[src/rtl/vend_if.sv]
// Port bundle between the coin/button front end and the vending controller.
// The front end drives the strobes; the controller drives pulses, status and counters.
interface vend_if #(
  parameter int CW      = 16,
  parameter int NUM_BEV = 4,
  parameter int SW      = 16
);
  localparam int SELW = (NUM_BEV > 1) ? $clog2(NUM_BEV) : 1;

  logic [CW-1:0]      coin_in;
  logic               coin_valid;
  logic [SELW-1:0]    sel_in;
  logic               sel_valid;
  logic               cancel;
  logic               restock;
  logic               bev_valid;
  logic [SELW-1:0]    bev_id;
  logic               change_valid;
  logic [CW-1:0]      change_out;
  logic               coin_reject;
  logic               sel_reject;
  logic [CW-1:0]      credit;
  logic               busy;
  logic [NUM_BEV-1:0] sold_out;
  logic [SW-1:0]      cnt_vend;
  logic [SW-1:0]      cnt_change;
  logic [SW-1:0]      cnt_no_money;

  modport master (
    output coin_in, coin_valid, sel_in, sel_valid, cancel, restock,
    input  bev_valid, bev_id, change_valid, change_out, coin_reject, sel_reject,
           credit, busy, sold_out, cnt_vend, cnt_change, cnt_no_money
  );

  modport slave (
    input  coin_in, coin_valid, sel_in, sel_valid, cancel, restock,
    output bev_valid, bev_id, change_valid, change_out, coin_reject, sel_reject,
           credit, busy, sold_out, cnt_vend, cnt_change, cnt_no_money
  );
endinterface

[src/rtl/vend_ctrl_multi.sv]
// Multi-slot vending controller: credit accumulation, per-slot price/stock,
// counted dispense/change delays, cancel refund and saturating statistics.
module vend_ctrl_multi #(
  parameter int                      CW         = 16,
  parameter int                      NUM_BEV    = 4,
  parameter logic [NUM_BEV*CW-1:0]   PRICES     = {16'd120, 16'd80, 16'd50, 16'd30},
  parameter int                      STOCK_INIT = 8,
  parameter int                      MAX_CREDIT = 500,
  parameter int                      BEV_DLY    = 1,
  parameter int                      CHG_DLY    = 2,
  parameter int                      SW         = 16
) (
  input  logic  clk,
  input  logic  rst,
  vend_if.slave bus
);
  localparam int SELW = (NUM_BEV > 1) ? $clog2(NUM_BEV) : 1;
  localparam int DMAX = (BEV_DLY > CHG_DLY) ? BEV_DLY : CHG_DLY;
  localparam int DW   = (DMAX > 1) ? $clog2(DMAX + 1) : 1;

  localparam logic [2:0] IDLE     = 3'd0;
  localparam logic [2:0] WAIT_BEV = 3'd1;
  localparam logic [2:0] DISPENSE = 3'd2;
  localparam logic [2:0] CHG_CHK  = 3'd3;
  localparam logic [2:0] WAIT_CHG = 3'd4;
  localparam logic [2:0] CHANGE   = 3'd5;

  function automatic logic [CW-1:0] min_price();
    logic [CW-1:0] m;
    m = PRICES[CW-1:0];
    for (int i = 1; i < NUM_BEV; i++)
      if (PRICES[i*CW +: CW] < m) m = PRICES[i*CW +: CW];
    return m;
  endfunction

  localparam logic [CW-1:0] MIN_PRICE = min_price();

  function automatic logic coin_adm(input logic [CW-1:0] c);
    return (c == CW'(10)) || (c == CW'(20)) || (c == CW'(50)) ||
           (c == CW'(100)) || (c == CW'(200));
  endfunction

  logic [2:0]                 state;
  logic [DW-1:0]              dly_cnt;
  logic [SELW-1:0]            sel;
  logic [CW-1:0]              credit;
  logic                       bev_valid, change_valid, coin_reject, sel_reject;
  logic [SELW-1:0]            bev_id;
  logic [CW-1:0]              change_out;
  logic [SW-1:0]              cnt_vend, cnt_change, cnt_no_money;
  logic [NUM_BEV-1:0][7:0]    stock;
  logic [NUM_BEV-1:0]         sold;

  // Slot lookups by matching rather than indexing, so an out-of-range
  // sel_in simply finds no slot (zero stock) and is refused.
  logic [CW-1:0] price_req, price_sel;
  logic [7:0]    stock_req;
  always_comb begin
    price_req = '0;
    stock_req = '0;
    price_sel = '0;
    for (int i = 0; i < NUM_BEV; i++) begin
      if (bus.sel_in == SELW'(i)) begin
        price_req = PRICES[i*CW +: CW];
        stock_req = stock[i];
      end
      if (sel == SELW'(i)) price_sel = PRICES[i*CW +: CW];
    end
  end

  logic        idle, take_cancel, take_sel, take_coin, coin_acc, do_restock, do_vend, sel_ok;
  logic [CW:0] coin_sum;

  assign idle        = (state == IDLE);
  assign take_cancel = idle & bus.cancel;
  assign take_sel    = idle & ~bus.cancel & bus.sel_valid;
  assign take_coin   = idle & ~bus.cancel & ~bus.sel_valid & bus.coin_valid;
  assign do_restock  = idle & ~bus.cancel & ~bus.sel_valid & ~bus.coin_valid & bus.restock;
  assign do_vend     = (state == DISPENSE);
  assign coin_sum    = {1'b0, credit} + {1'b0, bus.coin_in};
  assign coin_acc    = take_coin & coin_adm(bus.coin_in) & (coin_sum <= (CW+1)'(MAX_CREDIT));
  assign sel_ok      = (credit >= price_req) && (stock_req != 8'd0);

  for (genvar i = 0; i < NUM_BEV; i++) begin : g_slot
    logic [7:0] q;
    always_ff @(posedge clk or negedge rst) begin
      if (!rst)                                             q <= 8'(STOCK_INIT);
      else if (do_restock)                                  q <= 8'(STOCK_INIT);
      else if (do_vend && sel == SELW'(i) && q != 8'd0)     q <= q - 8'd1;
    end
    assign stock[i] = q;
    assign sold[i]  = (q == 8'd0);
  end

  always_ff @(posedge clk or negedge rst) begin
    if (!rst) begin
      state        <= IDLE;
      dly_cnt      <= '0;
      sel          <= '0;
      credit       <= '0;
      bev_valid    <= 1'b0;
      bev_id       <= '0;
      change_valid <= 1'b0;
      change_out   <= '0;
      coin_reject  <= 1'b0;
      sel_reject   <= 1'b0;
      cnt_vend     <= '0;
      cnt_change   <= '0;
      cnt_no_money <= '0;
    end else begin
      bev_valid    <= 1'b0;
      change_valid <= 1'b0;
      change_out   <= '0;
      sel_reject   <= 1'b0;
      // Any coin not credited this cycle goes back to the customer.
      coin_reject  <= bus.coin_valid & ~coin_acc;
      if (idle && credit < MIN_PRICE && cnt_no_money != '1)
        cnt_no_money <= cnt_no_money + 1'b1;

      case (state)
        IDLE: begin
          if (take_cancel) begin
            if (credit != '0) begin
              state   <= WAIT_CHG;
              dly_cnt <= '0;
            end
          end else if (take_sel) begin
            if (sel_ok) begin
              sel     <= bus.sel_in;
              state   <= WAIT_BEV;
              dly_cnt <= '0;
            end else begin
              sel_reject <= 1'b1;
            end
          end else if (coin_acc) begin
            credit <= credit + bus.coin_in;
          end
        end
        WAIT_BEV: begin
          if (dly_cnt == DW'(BEV_DLY - 1)) state <= DISPENSE;
          else                             dly_cnt <= dly_cnt + 1'b1;
        end
        DISPENSE: begin
          credit    <= credit - price_sel;
          bev_valid <= 1'b1;
          bev_id    <= sel;
          if (cnt_vend != '1) cnt_vend <= cnt_vend + 1'b1;
          state     <= CHG_CHK;
        end
        CHG_CHK: begin
          // Leftover too small to buy anything is returned; otherwise kept.
          if (credit != '0 && credit < MIN_PRICE) begin
            state   <= WAIT_CHG;
            dly_cnt <= '0;
          end else begin
            state <= IDLE;
          end
        end
        WAIT_CHG: begin
          if (dly_cnt == DW'(CHG_DLY - 1)) state <= CHANGE;
          else                             dly_cnt <= dly_cnt + 1'b1;
        end
        CHANGE: begin
          change_valid <= 1'b1;
          change_out   <= credit;
          credit       <= '0;
          if (cnt_change != '1) cnt_change <= cnt_change + 1'b1;
          state        <= IDLE;
        end
        default: state <= IDLE;
      endcase
    end
  end

  assign bus.bev_valid    = bev_valid;
  assign bus.bev_id       = bev_id;
  assign bus.change_valid = change_valid;
  assign bus.change_out   = change_out;
  assign bus.coin_reject  = coin_reject;
  assign bus.sel_reject   = sel_reject;
  assign bus.credit       = credit;
  assign bus.busy         = ~idle;
  assign bus.sold_out     = sold;
  assign bus.cnt_vend     = cnt_vend;
  assign bus.cnt_change   = cnt_change;
  assign bus.cnt_no_money = cnt_no_money;
endmodule

[src/flat_wrapper.sv]
// flat-port wrapper written by rule: the top's interface ports become plain ports
module vend_ctrl_multi_flat 
#(
  parameter int                      CW         = 16,
  parameter int                      NUM_BEV    = 4,
  parameter logic [NUM_BEV*CW-1:0]   PRICES     = {16'd120, 16'd80, 16'd50, 16'd30},
  parameter int                      STOCK_INIT = 8,
  parameter int                      MAX_CREDIT = 500,
  parameter int                      BEV_DLY    = 1,
  parameter int                      CHG_DLY    = 2,
  parameter int                      SW         = 16
)
  (clk, rst, bus_coin_in, bus_coin_valid, bus_sel_in, bus_sel_valid, bus_cancel, bus_restock, bus_bev_valid, bus_bev_id, bus_change_valid, bus_change_out, bus_coin_reject, bus_sel_reject, bus_credit, bus_busy, bus_sold_out, bus_cnt_vend, bus_cnt_change, bus_cnt_no_money);
  vend_if #(.CW(CW), .NUM_BEV(NUM_BEV), .SW(SW)) bus_i ();
  input  logic clk;
  input  logic rst;
  input wire logic [$bits(bus_i.coin_in)-1:0] bus_coin_in;
  input wire logic [$bits(bus_i.coin_valid)-1:0] bus_coin_valid;
  input wire logic [$bits(bus_i.sel_in)-1:0] bus_sel_in;
  input wire logic [$bits(bus_i.sel_valid)-1:0] bus_sel_valid;
  input wire logic [$bits(bus_i.cancel)-1:0] bus_cancel;
  input wire logic [$bits(bus_i.restock)-1:0] bus_restock;
  output wire logic [$bits(bus_i.bev_valid)-1:0] bus_bev_valid;
  output wire logic [$bits(bus_i.bev_id)-1:0] bus_bev_id;
  output wire logic [$bits(bus_i.change_valid)-1:0] bus_change_valid;
  output wire logic [$bits(bus_i.change_out)-1:0] bus_change_out;
  output wire logic [$bits(bus_i.coin_reject)-1:0] bus_coin_reject;
  output wire logic [$bits(bus_i.sel_reject)-1:0] bus_sel_reject;
  output wire logic [$bits(bus_i.credit)-1:0] bus_credit;
  output wire logic [$bits(bus_i.busy)-1:0] bus_busy;
  output wire logic [$bits(bus_i.sold_out)-1:0] bus_sold_out;
  output wire logic [$bits(bus_i.cnt_vend)-1:0] bus_cnt_vend;
  output wire logic [$bits(bus_i.cnt_change)-1:0] bus_cnt_change;
  output wire logic [$bits(bus_i.cnt_no_money)-1:0] bus_cnt_no_money;
  assign bus_i.coin_in = bus_coin_in;
  assign bus_i.coin_valid = bus_coin_valid;
  assign bus_i.sel_in = bus_sel_in;
  assign bus_i.sel_valid = bus_sel_valid;
  assign bus_i.cancel = bus_cancel;
  assign bus_i.restock = bus_restock;
  assign bus_bev_valid = bus_i.bev_valid;
  assign bus_bev_id = bus_i.bev_id;
  assign bus_change_valid = bus_i.change_valid;
  assign bus_change_out = bus_i.change_out;
  assign bus_coin_reject = bus_i.coin_reject;
  assign bus_sel_reject = bus_i.sel_reject;
  assign bus_credit = bus_i.credit;
  assign bus_busy = bus_i.busy;
  assign bus_sold_out = bus_i.sold_out;
  assign bus_cnt_vend = bus_i.cnt_vend;
  assign bus_cnt_change = bus_i.cnt_change;
  assign bus_cnt_no_money = bus_i.cnt_no_money;
  vend_ctrl_multi #(.CW(CW), .NUM_BEV(NUM_BEV), .PRICES(PRICES), .STOCK_INIT(STOCK_INIT), .MAX_CREDIT(MAX_CREDIT), .BEV_DLY(BEV_DLY), .CHG_DLY(CHG_DLY), .SW(SW)) u_core (.clk(clk), .rst(rst), .bus(bus_i));
endmodule
[config.mk]
export PLATFORM = sky130hd
export DESIGN_NAME = vend_ctrl_multi_flat
export DESIGN_NICKNAME = d
export VERILOG_FILES = /design/src/rtl/vend_if.sv /design/src/rtl/vend_ctrl_multi.sv /design/src/flat_wrapper.sv
export SDC_FILE = /design/constraint.sdc
export NUM_CORES = 1
export LEC_CHECK = 0
export ABC_AREA = 1
export BUFFER_PORTS_ARGS = -buffer_cell sky130_fd_sc_hd__buf_4
export CAP_MARGIN = 20
export CORE_MARGIN = 2
export CORE_UTILIZATION = 30
export CTS_CLUSTER_SIZE = 16
export DETAILED_ROUTE_END_ITERATION = 8
export GPL_TIMING_DRIVEN = 0
export PLACE_DENSITY = 0.48
export SKIP_LAST_GASP = 1
export SLEW_MARGIN = 20
export SYNTH_ARGS = -nofsm -noshare
export SYNTH_HDL_FRONTEND = slang
export SYNTH_SLANG_ARGS = --single-unit
[constraint.sdc]
create_clock -name clk -period 2.6 [get_ports clk]
set_input_delay 0.39 -clock clk [delete_from_list [all_inputs] [get_ports clk]]
set_output_delay 0.39 -clock clk [all_outputs]
set_load 0.1 [all_outputs]
Yosys cells after proc, flatten, opt, wreduce, memory -nomap -nowiden

Cells that the tools add are included.

Add/subtract/negate cells: 11
Reduce and logical (&&, ||, !) cells: 42
Equal/unequal tests: 31
Magnitude comparators: 3
Mux-type cells: 47
Bitwise logic cells: 16

Operators by type and width:

| kind                                                                           | number |
|---|---|
| 16-bit two-way mux                                                             | 10 |
| 8-bit two-way mux                                                              | 12 |
| 16-bit by 1-bit adder with 16-bit output (second input constant)               | 3 |
| 16-bit != test (second input constant)                                         | 3 |
| 16-bit case mux with 3 select lines                                            | 1 |
| 8-bit nonzero test                                                             | 5 |
| 8-bit zero test                                                                | 4 |
| 8-bit by 1-bit subtractor with 8-bit output (second input constant)            | 4 |
| 3-bit two-way mux                                                              | 7 |
| 16-bit by 16-bit adder with 17-bit output                                      | 1 |
| 17-bit by 9-bit <= comparator with 1-bit output (second input constant)        | 1 |
| 16-bit adder                                                                   | 1 |
| 16-bit by 4-bit equality test with 1-bit output (second input constant)        | 1 |
| 16-bit by 5-bit equality test with 1-bit output (second input constant)        | 1 |
| 16-bit by 6-bit equality test with 1-bit output (second input constant)        | 1 |
| 16-bit by 7-bit equality test with 1-bit output (second input constant)        | 1 |
| 16-bit by 8-bit equality test with 1-bit output (second input constant)        | 1 |
| 16-bit greater-or-equal comparator                                             | 1 |
| 16-bit by 5-bit less-than comparator with 1-bit output (second input constant) | 1 |
| 16-bit nonzero test                                                            | 1 |
| 16-bit subtractor                                                              | 1 |
| 3-bit case mux with 5 select lines                                             | 1 |
| 2-bit two-way mux                                                              | 7 |
| 1-bit logical AND                                                              | 12 |
| 24 further kinds                                                               | 69 |

Input bits: 24
Register bits after elaboration: 125
Logic and storage cells: 167
Output and inout port bits: 91

Logic depth before layout (Yosys ltp)

Gate-level depths: netlist of the first run.

Depth in word-level cells: 11
Depth in mapped cells: 22
Mapped depth without buffers: 22

Worst setup path after synthesis of the first run

No wires, ideal clock.

Path type: register -> register
Start point: register u_core.credit[0], in the netlist u_core.bus.credit[0]
End point: register u_core.credit[5], in the netlist u_core.bus.credit[5]
Setup slack: -399 ps
Required time: 2480 ps
Data arrival time: 2879 ps
Library setup time: 120 ps
Path buffers: 1
Cell stages (with the launch flop): 15
Period minus slack after synthesis: 2999 ps
Path through: dfrtp_1 > ha_1 > fa_1 > or2_2 > nand3_1 > nand3_1 > nand2_1 > nor2_1 > nand2_1 > nor2_1 > nor2_2 > nand2_4 > buf_6 > nand3_1 > nand2_2

Word-level cells in the longest chain between the ends: 5
Elaborated cells on any way between the ends: 11
Those cells by class: 3 x add/sub; 1 x order compare; 1 x eq/ne; 4 x mux; 1 x bitwise; 1 x reduce/logical

RTL lines:

| element                                                                                      | RTL line                                      | RTL |
|---|---|---|
| start: declaration                                                                           | vend_ctrl_multi.sv:46                         | `logic [CW-1:0] credit;` |
| start signal: assignment                                                                     | vend_ctrl_multi.sv:136                        | `credit <= credit + bus.coin_in;` |
| start signal: assignment                                                                     | vend_ctrl_multi.sv:144                        | `credit <= credit - price_sel;` |
| 16-bit by 16-bit adder with 17-bit output / 16-bit adder (equally long branches)             | vend_ctrl_multi.sv:80, vend_ctrl_multi.sv:136 |  |
| 17-bit by 9-bit <= comparator with 1-bit output / 16-bit two-way mux (equally long branches) | vend_ctrl_multi.sv:81, vend_ctrl_multi.sv:135 |  |
| 1-bit AND / 16-bit two-way mux (equally long branches)                                       | vend_ctrl_multi.sv:81, vend_ctrl_multi.sv:127 |  |
| 2-bit != test (no line) / 16-bit two-way mux (equally long branches)                         | --                                            |  |
| 4-bit AND reduction (no line) / 16-bit case mux with 3 select lines (equally long branches)  | --                                            |  |

Parallel ways exist; a longest one is shown, timed or not. The select of a mux whose other input is x is not followed.
A chain may end at the register's enable or synchronous reset.

Worst setup path after layout of the first run

Start point: register u_core.state[0]
End point: register u_core.credit[5], in the netlist u_core.bus.credit[5]

Elaborated cells on any way between the ends: 16
Those cells by class: 5 x eq/ne; 1 x mux; 7 x bitwise; 3 x reduce/logical

RTL lines:

| element                                            | RTL line               | RTL |
|---|---|---|
| start: declaration                                 | vend_ctrl_multi.sv:43  | `logic [2:0] state;` |
| start signal: assignment                           | vend_ctrl_multi.sv:97  | `state <= IDLE;` |
| start signal: assignment                           | vend_ctrl_multi.sv:124 | `state <= WAIT_CHG;` |
| start signal: assignment                           | vend_ctrl_multi.sv:130 | `state <= WAIT_BEV;` |
| 3-bit by 2-bit equality test with 1-bit output (*) | --                     |  |
| via u_core.do_vend                                 | vend_ctrl_multi.sv:71  | `logic idle, take_cancel, take_sel, take_coin, coin_acc, do_restock, do_vend, sel_ok;` |
| 3-bit nonzero test (no line)                       | --                     |  |
| 4-bit AND reduction (no line)                      | --                     |  |

The timed path passes the listed nets; every way through them passes the cells marked *.

==> out/qor.yml, run 1 <==
outcome: "complete, but fails checks"
violations: "negative setup slack"
groute.layer.met2.usage: 0.265
cts_root_buffer: "clkbuf_16"
portBuffers: 114
synthArstFlopShare: 1.00
yosys.cell_count.top_type: "nand2_1"
setup_tns_ns: -0.0276
grt_use_met3: 0.0261
num_antenna_cells: 0
report.final.slew_viol_count: 0
remaining_drc_errors: 0
finClkSkew_ns: 0.0136
timing.max_cap.violations: 0
maximum_number_of_pins_on_one_net_before_global_route_repair: 77
areaGrowthSynthToFinish_pct: 28.6
avgRoutedWirePerCell_um: 13.7
route.antenna.remaining_nets: 0
crit_end: "u_core.bus.credit[5]$_DFFE_PN0P_"
nFillCells: 3102
dpl_worst_slack_ns: -0.713
io_pins: 115
final_hold_vio_count: 0
core_um2: 29400
grt_pass1_wl_mm: 39.6
cp_common_cell: "nand2_2"
fin_util: 0.390
die_width_um: 176
dr_total_vias: 8033
setup.worst_path.start: "u_core.state[0]$_DFFE_PN0P_"
dominantRegCellSynth: "dfrtp_1"
cts_tree: "done"
routed_wl_mm: 24.3
total_power_mw: 13.4
synth.avg_cell_area_um2: 7.40
detail_route.first_pass.iterations: 5
regToRegStartpoint: "u_core.state[0]$_DFFE_PN0P_"
hold_path.startpoint: "bus_sel_valid"
regToRegEndpoint: "u_core.bus.credit[5]$_DFFE_PN0P_"
die-height_um: 176
grt_setup_unrepaired: "true"
critPathLaunchType: "register"
dr.first_iter.drc_count: 449
vdd.ir_drop.worst_uv: 922
floorplan.die_area_um2: 31100
first_global_vias: 7989
synthesis.nets: 1293
antenna_violations_before_repair: 0
rr_worst_depth: 16
synth_enable_flop_cells: 0
route.detailed.vias_per_inst: 4.54
min_period_over_period: 1.01
fin_crit_ns: 2.62
synth-seq-area-share: 0.352
finish.instance_area_um2: 11500
power.density_nw_per_um2: 1170
gr-max-usage-layer: "met2"
critPathArrivalTime_ns: 2.93
clkSinkCount: 125
measured_slew_at_the_worst_slew_check_pin_ns: 0.491
synth_top_area_share: 0.340
critPathRequiredTime_ns: 2.91
syn_inst: 1204
cts_made_buffers: 17
finalSetupViolCount: 2
cts_clock_pin_slew_for_the_worst_setup_and_hold_paths_ns: 0.06
sequential_cell_area_um2: 3160
clk-insertion-delay-late_ns: 0.42
cts_buffer_depth: 2
detailed_place.area_um2: 10400
grt_util_met1: 0.217
nets: 1455
floorplan.initialDensity: 0.303
worstPathCellList: "inv_2, nand2_2, nor2_4, inv_4, clkbuf_16, a31oi_1, ha_1, a21oi_1, o21ai_2, a21oi_1, o21ai_2, buf_4, xnor2_1, nor2_1, nand2_2, nand2_2"
multi_input_area_um2: 5290
clock_tree.htree_level_count: 4
synth.top_cells.by_area: "dfrtp_1, nand2_1, ha_1"
number_of_warnings_printed_during_yosys_synthesis: 0
final_layout_size_suffix_gt1_frac: 0.247
post-route-worst-setup-slack_ns: -0.0189
worst_hold_path_type: "in2reg"
row_count: 63
detailed_place_hpwl_mm: 18.9
worst_path_max_delay_cell: "dfrtp_1"
pleak_nw: 5.81
reg2reg_setup_slack_ns: -0.02
gp_congestion: 0.852
max_clock_freq_ghz: 0.382
grt_overflow_total: 0
crit_path_max_fanout: 8
critPathKind: "reg2reg"
groute.usage.overall: 0.160
crit_path_end_kind: "register"
timing.critical_path.slowest_cell_delay_ns: 0.39
synth_largest_area_cell: "dfrtp_1"
yosys.cell_types.count: 54
timing.slew.headroom: 0.670
ys_seq_elements: 125
top_cells_by_instance_count_after_synthesis: "nand2_1, inv_1, nor2_1, dfrtp_1, nand3_1"
synth.cell_area_um2: 8910
## logic make-up after synthesis
family / share of synthesized area
and+or+nand+nor: 0.341
buffers and inverters: 0.0853
DFF: 0.352
AOI/OAI and AO/OA: 0.0750
adders and majority gates: 0.0930
xor gates and xnor gates: 0.0531
muxes: 0.00126
## cell usage in the layout (no fill, tap or decap), drive strengths merged, types with 22 or more instances in the layout
cell type  Yosys  routed
nor3          28      28
xor2          32      32
nand3        106     106
nor2         164     164
xnor2         22      22
dfrtp        121     121
clkbuf         6      23
ha            63      63
o21ai         50      50
nand4         33      33
buf            5     148
a21oi         52      52
inv          179     181
nand2        286     286
## sequential cells by signal, indices dropped and copies added (netlist names)
signal and count:
u_core.bus.bev_id 2, u_core.bus.bev_valid 1, u_core.bus.change_out 16, u_core.bus.change_valid 1, u_core.bus.cnt_change 16, u_core.bus.cnt_no_money 16, u_core.bus.cnt_vend 16, u_core.bus.coin_reject 1
u_core.bus.credit 16, u_core.bus.sel_reject 1, u_core.dly_cnt 2, u_core.g_slot.q 32, u_core.sel 2, u_core.state 3
## final cells by class
cell class                 instances  share of cell area
multi-input combinational        886               0.462
clock inverter                    14              0.0149
timing repair buffer             143              0.0967
buffer                            11             0.00896
tap                              390              0.0426
clock buffer                      18              0.0375
sequential                       125               0.276
inverter                         182              0.0621
## worst min-delay path by stage
| stage | cells after the start | end |
|---|---|---|
| floorplan | 0 | u_core.bus.bev_id[0]$_DFFE_PN0P_ |
| global placement | 1 | u_core.g_slot[2].q[0]$_DFFE_PN0P_ |
| detailed placement | 1 | u_core.bus.cnt_no_money[7]$_DFFE_PN0P_ |
| CTS | 3 | u_core.bus.sel_reject$_DFF_PN0_ |
| global route | 3 | u_core.bus.sel_reject$_DFF_PN0_ |
| finish | 3 | u_core.bus.sel_reject$_DFF_PN0_ |
## routing by layer
layer  share of wire  vias up
met4           0.012        0
li1                -     4225
met1            0.50     3650
met2            0.46      135
met5               0        -
met3           0.035       23
## critical path, delay by kind of cell (launching register included)
| kind | cells | cell delay [ns] |
|---|---|---|
| buffers and inverters | 4 | 0.48 |
| AND/OR/NAND/NOR | 5 | 0.43 |
| adder cells (fa/ha/maj) | 1 | 0.31 |
| AO/OA/AOI/OAI | 5 | 0.75 |
| XOR/XNOR | 1 | 0.14 |
| flip-flops | 1 | 0.39 |
## power by group
part           internal, mW  switching (mW)
logic                  2.46            5.36
registers              2.46           0.654
clock network          1.51           0.945
total                  6.43            6.96
## stage by stage
stage	hold slack (ns)	instances
after floorplan	0.0944	1204
final	0.277	1769
after global placement	0.456	1708
after detailed placement	0.333	1709
after global routing	0.280	1769
after CTS	0.261	1757
## repair_timing
| action | 4_1_cts | 5_1_grt |
|---|---|---|
| hold endpoints to repair | 45 | 0 |
| pin swaps | 14 | 20 |
| setup endpoints to repair | 13 | 16 |
| hold buffers | 1 | 0 |
| buffers inserted | 15 | 12 |
| gates resized for setup | 32 | 31 |
Power figures use the tool's default switching activity.
==> run 2, diff against run 1 <==
--- a/config.mk
+++ b/config.mk
@@ -15,2 +15,3 @@
 export GPL_TIMING_DRIVEN = 0
+export MAX_ROUTING_LAYER = met4
 export PLACE_DENSITY = 0.48
--- a/constraint.sdc
+++ b/constraint.sdc
@@ -3,2 +3,2 @@
 set_output_delay 0.39 -clock clk [all_outputs]
-set_load 0.1 [all_outputs]
+set_load 0.005 [all_outputs]
==> out/qor.yml, run 2 (synthesized netlist as in run 1, its figures left out) <==
outcome: "complete, but fails checks"  # unchanged
violations: "negative setup slack"  # unchanged
clk-insertion-delay-late_ns: 0.41  # was 0.42 ns
detailed_place_hpwl_mm: 18.7  # was 18.9 mm
cts_buffer_depth: 2  # unchanged
detail_route.first_pass.iterations: 5  # unchanged
dr_total_vias: 8054  # was 8033
cts_made_buffers: 17  # unchanged
remaining_drc_errors: 0  # unchanged
largest_register_ffs: 32  # unchanged
die_width_um: 176  # unchanged
floorplan.initialDensity: 0.303  # unchanged
core_um2: 29400  # unchanged
nets: 1468  # was 1455
areaGrowthSynthToFinish_pct: 31.2  # was 28.6%
clkSinkCount: 125  # unchanged
worst_hold_path_type: "in2reg"  # unchanged
first_global_vias: 7895  # was 7989
critPathRequiredTime_ns: 2.94  # was 2.91 ns
final_layout_size_suffix_gt1_frac: 0.261  # was 0.247
groute.usage.overall: 0.164  # was 0.160
critPathKind: "reg2reg"  # unchanged
portBuffers: 114  # unchanged
final_cell_mix: "nand2_1, inv_1, buf_4"  # unchanged
fin_crit_ns: 2.65  # was 2.62 ns
vdd.ir_drop.worst_uv: 498  # was 922 uV
finClkSkew_ns: 0.0110  # was 0.0136 ns
crit_path_end_kind: "register"  # unchanged
timing.slew.headroom: 0.689  # was 0.670
pleak_nw: 5.88  # was 5.81 nW
max_clock_freq_ghz: 0.378  # was 0.382 GHz
final_hold_vio_count: 0  # unchanged
routed_wl_mm: 24.3  # about the same
io_pins: 115  # unchanged
grt_setup_unrepaired: "true"  # unchanged
total_power_mw: 11.7  # was 13.4 mW
cts_clock_pin_slew_for_the_worst_setup_and_hold_paths_ns: 0.06  # about the same
antenna_violations_before_repair: 0  # unchanged
route.antenna.remaining_nets: 0  # unchanged
post-route-worst-setup-slack_ns: -0.0479  # was -0.0189 ns
die-height_um: 176  # unchanged
measured_slew_at_the_worst_slew_check_pin_ns: 0.462  # was 0.491 ns
row_count: 63  # unchanged
num_antenna_cells: 0  # unchanged
sequential_cell_area_um2: 3140  # was 3160 um^2
avgRoutedWirePerCell_um: 13.6  # was 13.7 um
critPathArrivalTime_ns: 2.99  # was 2.93 ns
min_period_over_period: 1.02  # was 1.01
fin_util: 0.398  # was 0.390
cts_root_buffer: "clkbuf_16"  # unchanged
crit_path_max_fanout: 5  # was 8
power.density_nw_per_um2: 1000  # was 1170 nW/um^2
gp_congestion: 0.865  # was 0.852
cts_tree: "done"  # unchanged
maximum_number_of_pins_on_one_net_before_global_route_repair: 79  # was 77
critPathLaunchType: "register"  # unchanged
finalSetupViolCount: 5  # was 2
layout.cells.most_common: "nand2_1"  # unchanged
dr.first_iter.drc_count: 425  # was 449
nFillCells: 3054  # was 3102
floorplan.die_area_um2: 31100  # unchanged
multi_input_area_um2: 5410  # was 5290 um^2
report.final.slew_viol_count: 0  # unchanged
clock_tree.htree_level_count: 4  # unchanged
timing.max_cap.violations: 0  # unchanged
largest_register: "u_core.g_slot.q"  # unchanged
grt_pass1_wl_mm: 39.2  # was 39.6 mm
grt_overflow_total: 0  # unchanged
route.detailed.vias_per_inst: 4.52  # was 4.54
[run 2: changes by cell type in the layout (fill, tap and decap cells not counted), sizes merged]
cell,before,now
buf,148,161
inv,181,180
clkinv,11,6
bufinv,3,4
clkbuf,23,24
clkinvlp,1,5
[run 2: final timing paths]
path,startpoint,end,slack (ns),cells after the start
max in group asynchronous,rst,u_core.bus.credit[5]$_DFFE_PN0P_,1.40,3
min,bus_sel_in[1],u_core.sel[1]$_DFFE_PN0P_,0.28,3
max reg2reg,u_core.state[0]$_DFFE_PN0P_,u_core.bus.credit[6]$_DFFE_PN0P_,-0.05,17
max,u_core.state[0]$_DFFE_PN0P_,u_core.bus.credit[6]$_DFFE_PN0P_,-0.05,17
min reg2reg,u_core.g_slot[2].q[0]$_DFFE_PN0P_,u_core.g_slot[2].q[0]$_DFFE_PN0P_,0.46,1
min in group asynchronous,rst,u_core.bus.cnt_no_money[7]$_DFFE_PN0P_,0.47,2
[run 2: area by class of cell]
class / instances / area share
clock inverter: 13 / 0.0162
clock buffer: 19 / 0.0379
tap: 390 / 0.0417
multi-input combinational: 886 / 0.463
timing repair buffer: 156 / 0.103
sequential: 125 / 0.269
buffer: 11 / 0.00910
inverter: 182 / 0.0597
[run 2: metal layers]
metal,share of wire,global-route usage,vias up
li1,-,-,4237
met1,0.49,0.218,3673
met2,0.47,0.266,129
met3,0.031,0.0187,15
met4,0.0092,0.0417,0
met5,0,-,-
[run 2: report_power, final]
part	switching (mW)	internal, mW	leakage (nW)
logic	3.38	2.64	3.94
registers	0.671	2.45	1.65
clock network	0.926	1.64	0.292
[run 2: worst max-delay path, cell delays in order, from the launching register on]
cell	delay, ns
dfrtp_1	0.39
inv_2	0.07
nand2_2	0.06
nor2_4	0.20
clkinv_4	0.13
clkbuf_16	0.18
nand2_4	0.06
inv_4	0.04
ha_4	0.15
fa_2	0.36
o21ai_4	0.20
a21boi_4	0.09
buf_4	0.14
buf_4	0.12
xor2_1	0.14
nor2_1	0.14
nand2_2	0.06
nand2_2	0.05
[run 2: what timing repair did]
action / 4_1_cts / 5_1_grt
hold buffers: 1 / 0
pin swaps: 18 / 47
gates resized for setup: 34 / 68
endpoints found under the hold margin: 43 / 0
setup buffers: 23 / 17
setup endpoints to repair: 15 / 16
[run 2: metrics by stage]
stage | TNS (ns) | setup slack, ns | area [um^2] | cells | hold slack, ns
finish | -0.0929 | -0.0479 | 11700 | 1782 | 0.284
global route | -1.42 | -0.173 | 11700 | 1782 | 0.290
CTS | -0.00374 | -0.00374 | 11300 | 1765 | 0.267
detailed placement | -6.69 | -0.839 | 10300 | 1709 | 0.327
global placement | -6.27 | -0.814 | 10300 | 1708 | 0.452
floorplan | -0.228 | -0.149 | 8970 | 1204 | 0.0944
==> run 3, diff against run 2 <==
Settings changed: BUFFER_PORTS_ARGS -buffer_cell sky130_fd_sc_hd__buf_4 to -buffer_cell sky130_fd_sc_hd__buf_2.
==> out/qor.yml, run 3 (synthesized netlist as in run 1, its figures left out) <==
timing.slew.headroom: 0.661  # was 0.689
antenna_violations_before_repair: 0  # unchanged
finClkSkew_ns: 0.0208  # was 0.0110 ns
critPathRequiredTime_ns: 2.95  # was 2.94 ns
floorplan.initialDensity: 0.303  # unchanged
cts_tree: "done"  # unchanged
min_period_over_period: 0.984  # was 1.02
finish.instance_area_um2: 11300  # was 11700 um^2
detail_route.first_pass.iterations: 7  # was 5
pleak_nw: 5.84  # was 5.88 nW
placed_cells_incl_taps: 1709  # unchanged
critPathArrivalTime_ns: 2.91  # was 2.99 ns
worstPathCellList: "buf_6, inv_6, ha_4, nand2_4, nor4_4, inv_2, nor2_4, nand3_4, o21ai_2, o211ai_1, ha_1, nand2_2, nor3_2, inv_2, nor3_2, nand2_1, nand2_1, o21bai_1, nand2_1, nor2_1, nand2_1, nand2_1"  # was inv_2, nand2_2, nor2_4, clkinv_4, clkbuf_16, nand2_4, inv_4, ha_4, fa_2, o21ai_4, a21boi_4, buf_4, buf_4, xor2_1, nor2_1, nand2_2, nand2_2
detailed_place_hpwl_mm: 18.7  # about the same
largest_register_ffs: 32  # unchanged
die-height_um: 176  # unchanged
largest_register: "u_core.g_slot.q"  # unchanged
cts_root_buffer: "clkbuf_16"  # unchanged
grt_pass1_wl_mm: 39.0  # was 39.2 mm
remaining_drc_errors: 0  # unchanged
final_layout_size_suffix_gt1_frac: 0.254  # was 0.261
outcome: "completed"  # was complete, but fails checks
detailed_place.area_um2: 10100  # was 10300 um^2
power.density_nw_per_um2: 987  # was 1000 nW/um^2
worst_path_dominant_cell_family: "simple AND/OR/NAND/NOR gates"  # was buffers and inverters
post-route-worst-setup-slack_ns: 0.0416  # was -0.0479 ns
row_count: 63  # unchanged
max_clock_freq_ghz: 0.391  # was 0.378 GHz
critPathKind: "in2reg"  # was reg2reg
dpl_worst_slack_ns: -0.828  # was -0.839 ns
cts_clock_pin_slew_for_the_worst_setup_and_hold_paths_ns: 0.06  # about the same
clk-insertion-delay-late_ns: 0.43  # was 0.41 ns
setup_tns_ns: 0  # was -0.0929 ns
timing.max_cap.violations: 0  # unchanged
dr_total_vias: 8117  # was 8054
portBuffers: 114  # unchanged
io_pins: 115  # unchanged
crit_path_end_kind: "register"  # unchanged
areaGrowthSynthToFinish_pct: 27.0  # was 31.2%
route.detailed.vias_per_inst: 4.56  # was 4.52
avgRoutedWirePerCell_um: 13.7  # was 13.6 um
floorplan.die_area_um2: 31100  # unchanged
clock_tree.htree_level_count: 4  # unchanged
grt_setup_unrepaired: "true"  # unchanged
groute.usage.overall: 0.164  # about the same
gp_congestion: 0.873  # was 0.865
route.antenna.remaining_nets: 0  # unchanged
measured_slew_at_the_worst_slew_check_pin_ns: 0.509  # was 0.462 ns
timing.critical_path.slowest_cell_delay_ns: 0.35  # was 0.39 ns
vdd.ir_drop.worst_uv: 464  # was 498 uV
cts_buffer_depth: 2  # unchanged
cts_made_buffers: 17  # unchanged
nets: 1467  # was 1468
finalSetupViolCount: 0  # was 5
post_route_hold_slack_ns: 0.267  # was 0.284 ns
crit_path_max_fanout: 4  # was 5
num_antenna_cells: 0  # unchanged
first_global_vias: 7735  # was 7895
routed_wl_mm: 24.4  # was 24.3 mm
grt_overflow_total: 0  # unchanged
core_um2: 29400  # unchanged
dr.first_iter.drc_count: 404  # was 425
final_hold_vio_count: 0  # unchanged
fin_crit_ns: 2.56  # was 2.65 ns
maximum_number_of_pins_on_one_net_before_global_route_repair: 80  # was 79
worst_hold_path_type: "in2reg"  # unchanged
layout.cells.most_common: "nand2_1"  # unchanged
worst_path_max_delay_cell: "ha_1"  # was dfrtp_1
critPathLaunchType: "input pin"  # was register
clkSinkCount: 125  # unchanged
die_width_um: 176  # unchanged
final_cell_mix: "nand2_1, inv_1, nor2_1"  # was nand2_1, inv_1, buf_4
critical_path.n_buffers_inverters: 4  # was 6
report.final.slew_viol_count: 0  # unchanged
fin_cells: 1780  # was 1782
cp_common_cell: "nand2_1"  # was nand2_2
-- run 3: routing by layer --
layer	GRT usage	up-vias	routed length [um]	share of wire
li1	-	4233	-	-
met1	0.214	3717	11700	0.48
met2	0.262	147	11400	0.47
met3	0.0289	20	991	0.041
met4	0.0434	0	281	0.012
met5	-	-	0	0
-- run 3: through the flow --
step / utilization / power (mW)
after floorplan: - / 6.66
after global placement: 0.341 / 8.10
after detailed placement: 0.342 / 8.15
after CTS: 0.369 / 10.7
after global routing: 0.385 / 12.2
final: 0.385 / 11.2
-- run 3: area by class of cell --
type,count,area (um^2)
plain buffers,11,103
clock buffers,28,497
clock inverters,3,40.0
fillers,3129,18100
inverters,182,696
multi-input cells,886,5410
flip-flops and latches,125,3140
well taps,390,488
repair buffers,155,940
-- run 3: final timing paths --
check | from | to | slack [ns] | depth (start not counted)
max reg2reg | u_core.state[0]$_DFFE_PN0P_ | u_core.bus.credit[13]$_DFFE_PN0P_ | 0.04 | 17
max in group asynchronous | rst | u_core.bus.credit[7]$_DFFE_PN0P_ | 1.41 | 3
min | bus_sel_in[0] | u_core.sel[0]$_DFFE_PN0P_ | 0.27 | 3
min reg2reg | u_core.g_slot[2].q[0]$_DFFE_PN0P_ | u_core.g_slot[2].q[0]$_DFFE_PN0P_ | 0.46 | 1
max | bus_coin_in[0] | u_core.bus.credit[15]$_DFFE_PN0P_ | 0.04 | 22
min in group asynchronous | rst | u_core.bus.cnt_no_money[7]$_DFFE_PN0P_ | 0.45 | 2
-- run 3: power breakdown --
group	leakage (nW)	switching (mW)	total (mW)	internal (mW)
Sequential	1.65	0.648	3.10	2.45
Combinational	3.92	3.41	5.87	2.46
Clock	0.262	0.817	2.20	1.38
Total	5.84	4.87	11.2	6.29
-- run 3: repair_timing --
item	CTS	global route
setup buffers	14	26
resized for setup	33	72
hold buffers	1	0
endpoints found under the hold margin	42	0
setup endpoints to repair	16	16
pin swaps	13	44
-- run 3: worst register-to-register path: cells and delay by family, from the launching register on --
family / cells / cell delay (ns)
AND/OR/NAND/NOR: 8 / 0.65
AO/OA/AOI/OAI: 5 / 0.70
adder cells (fa/ha/maj): 1 / 0.34
flip-flops: 1 / 0.39
buffers and inverters: 3 / 0.42
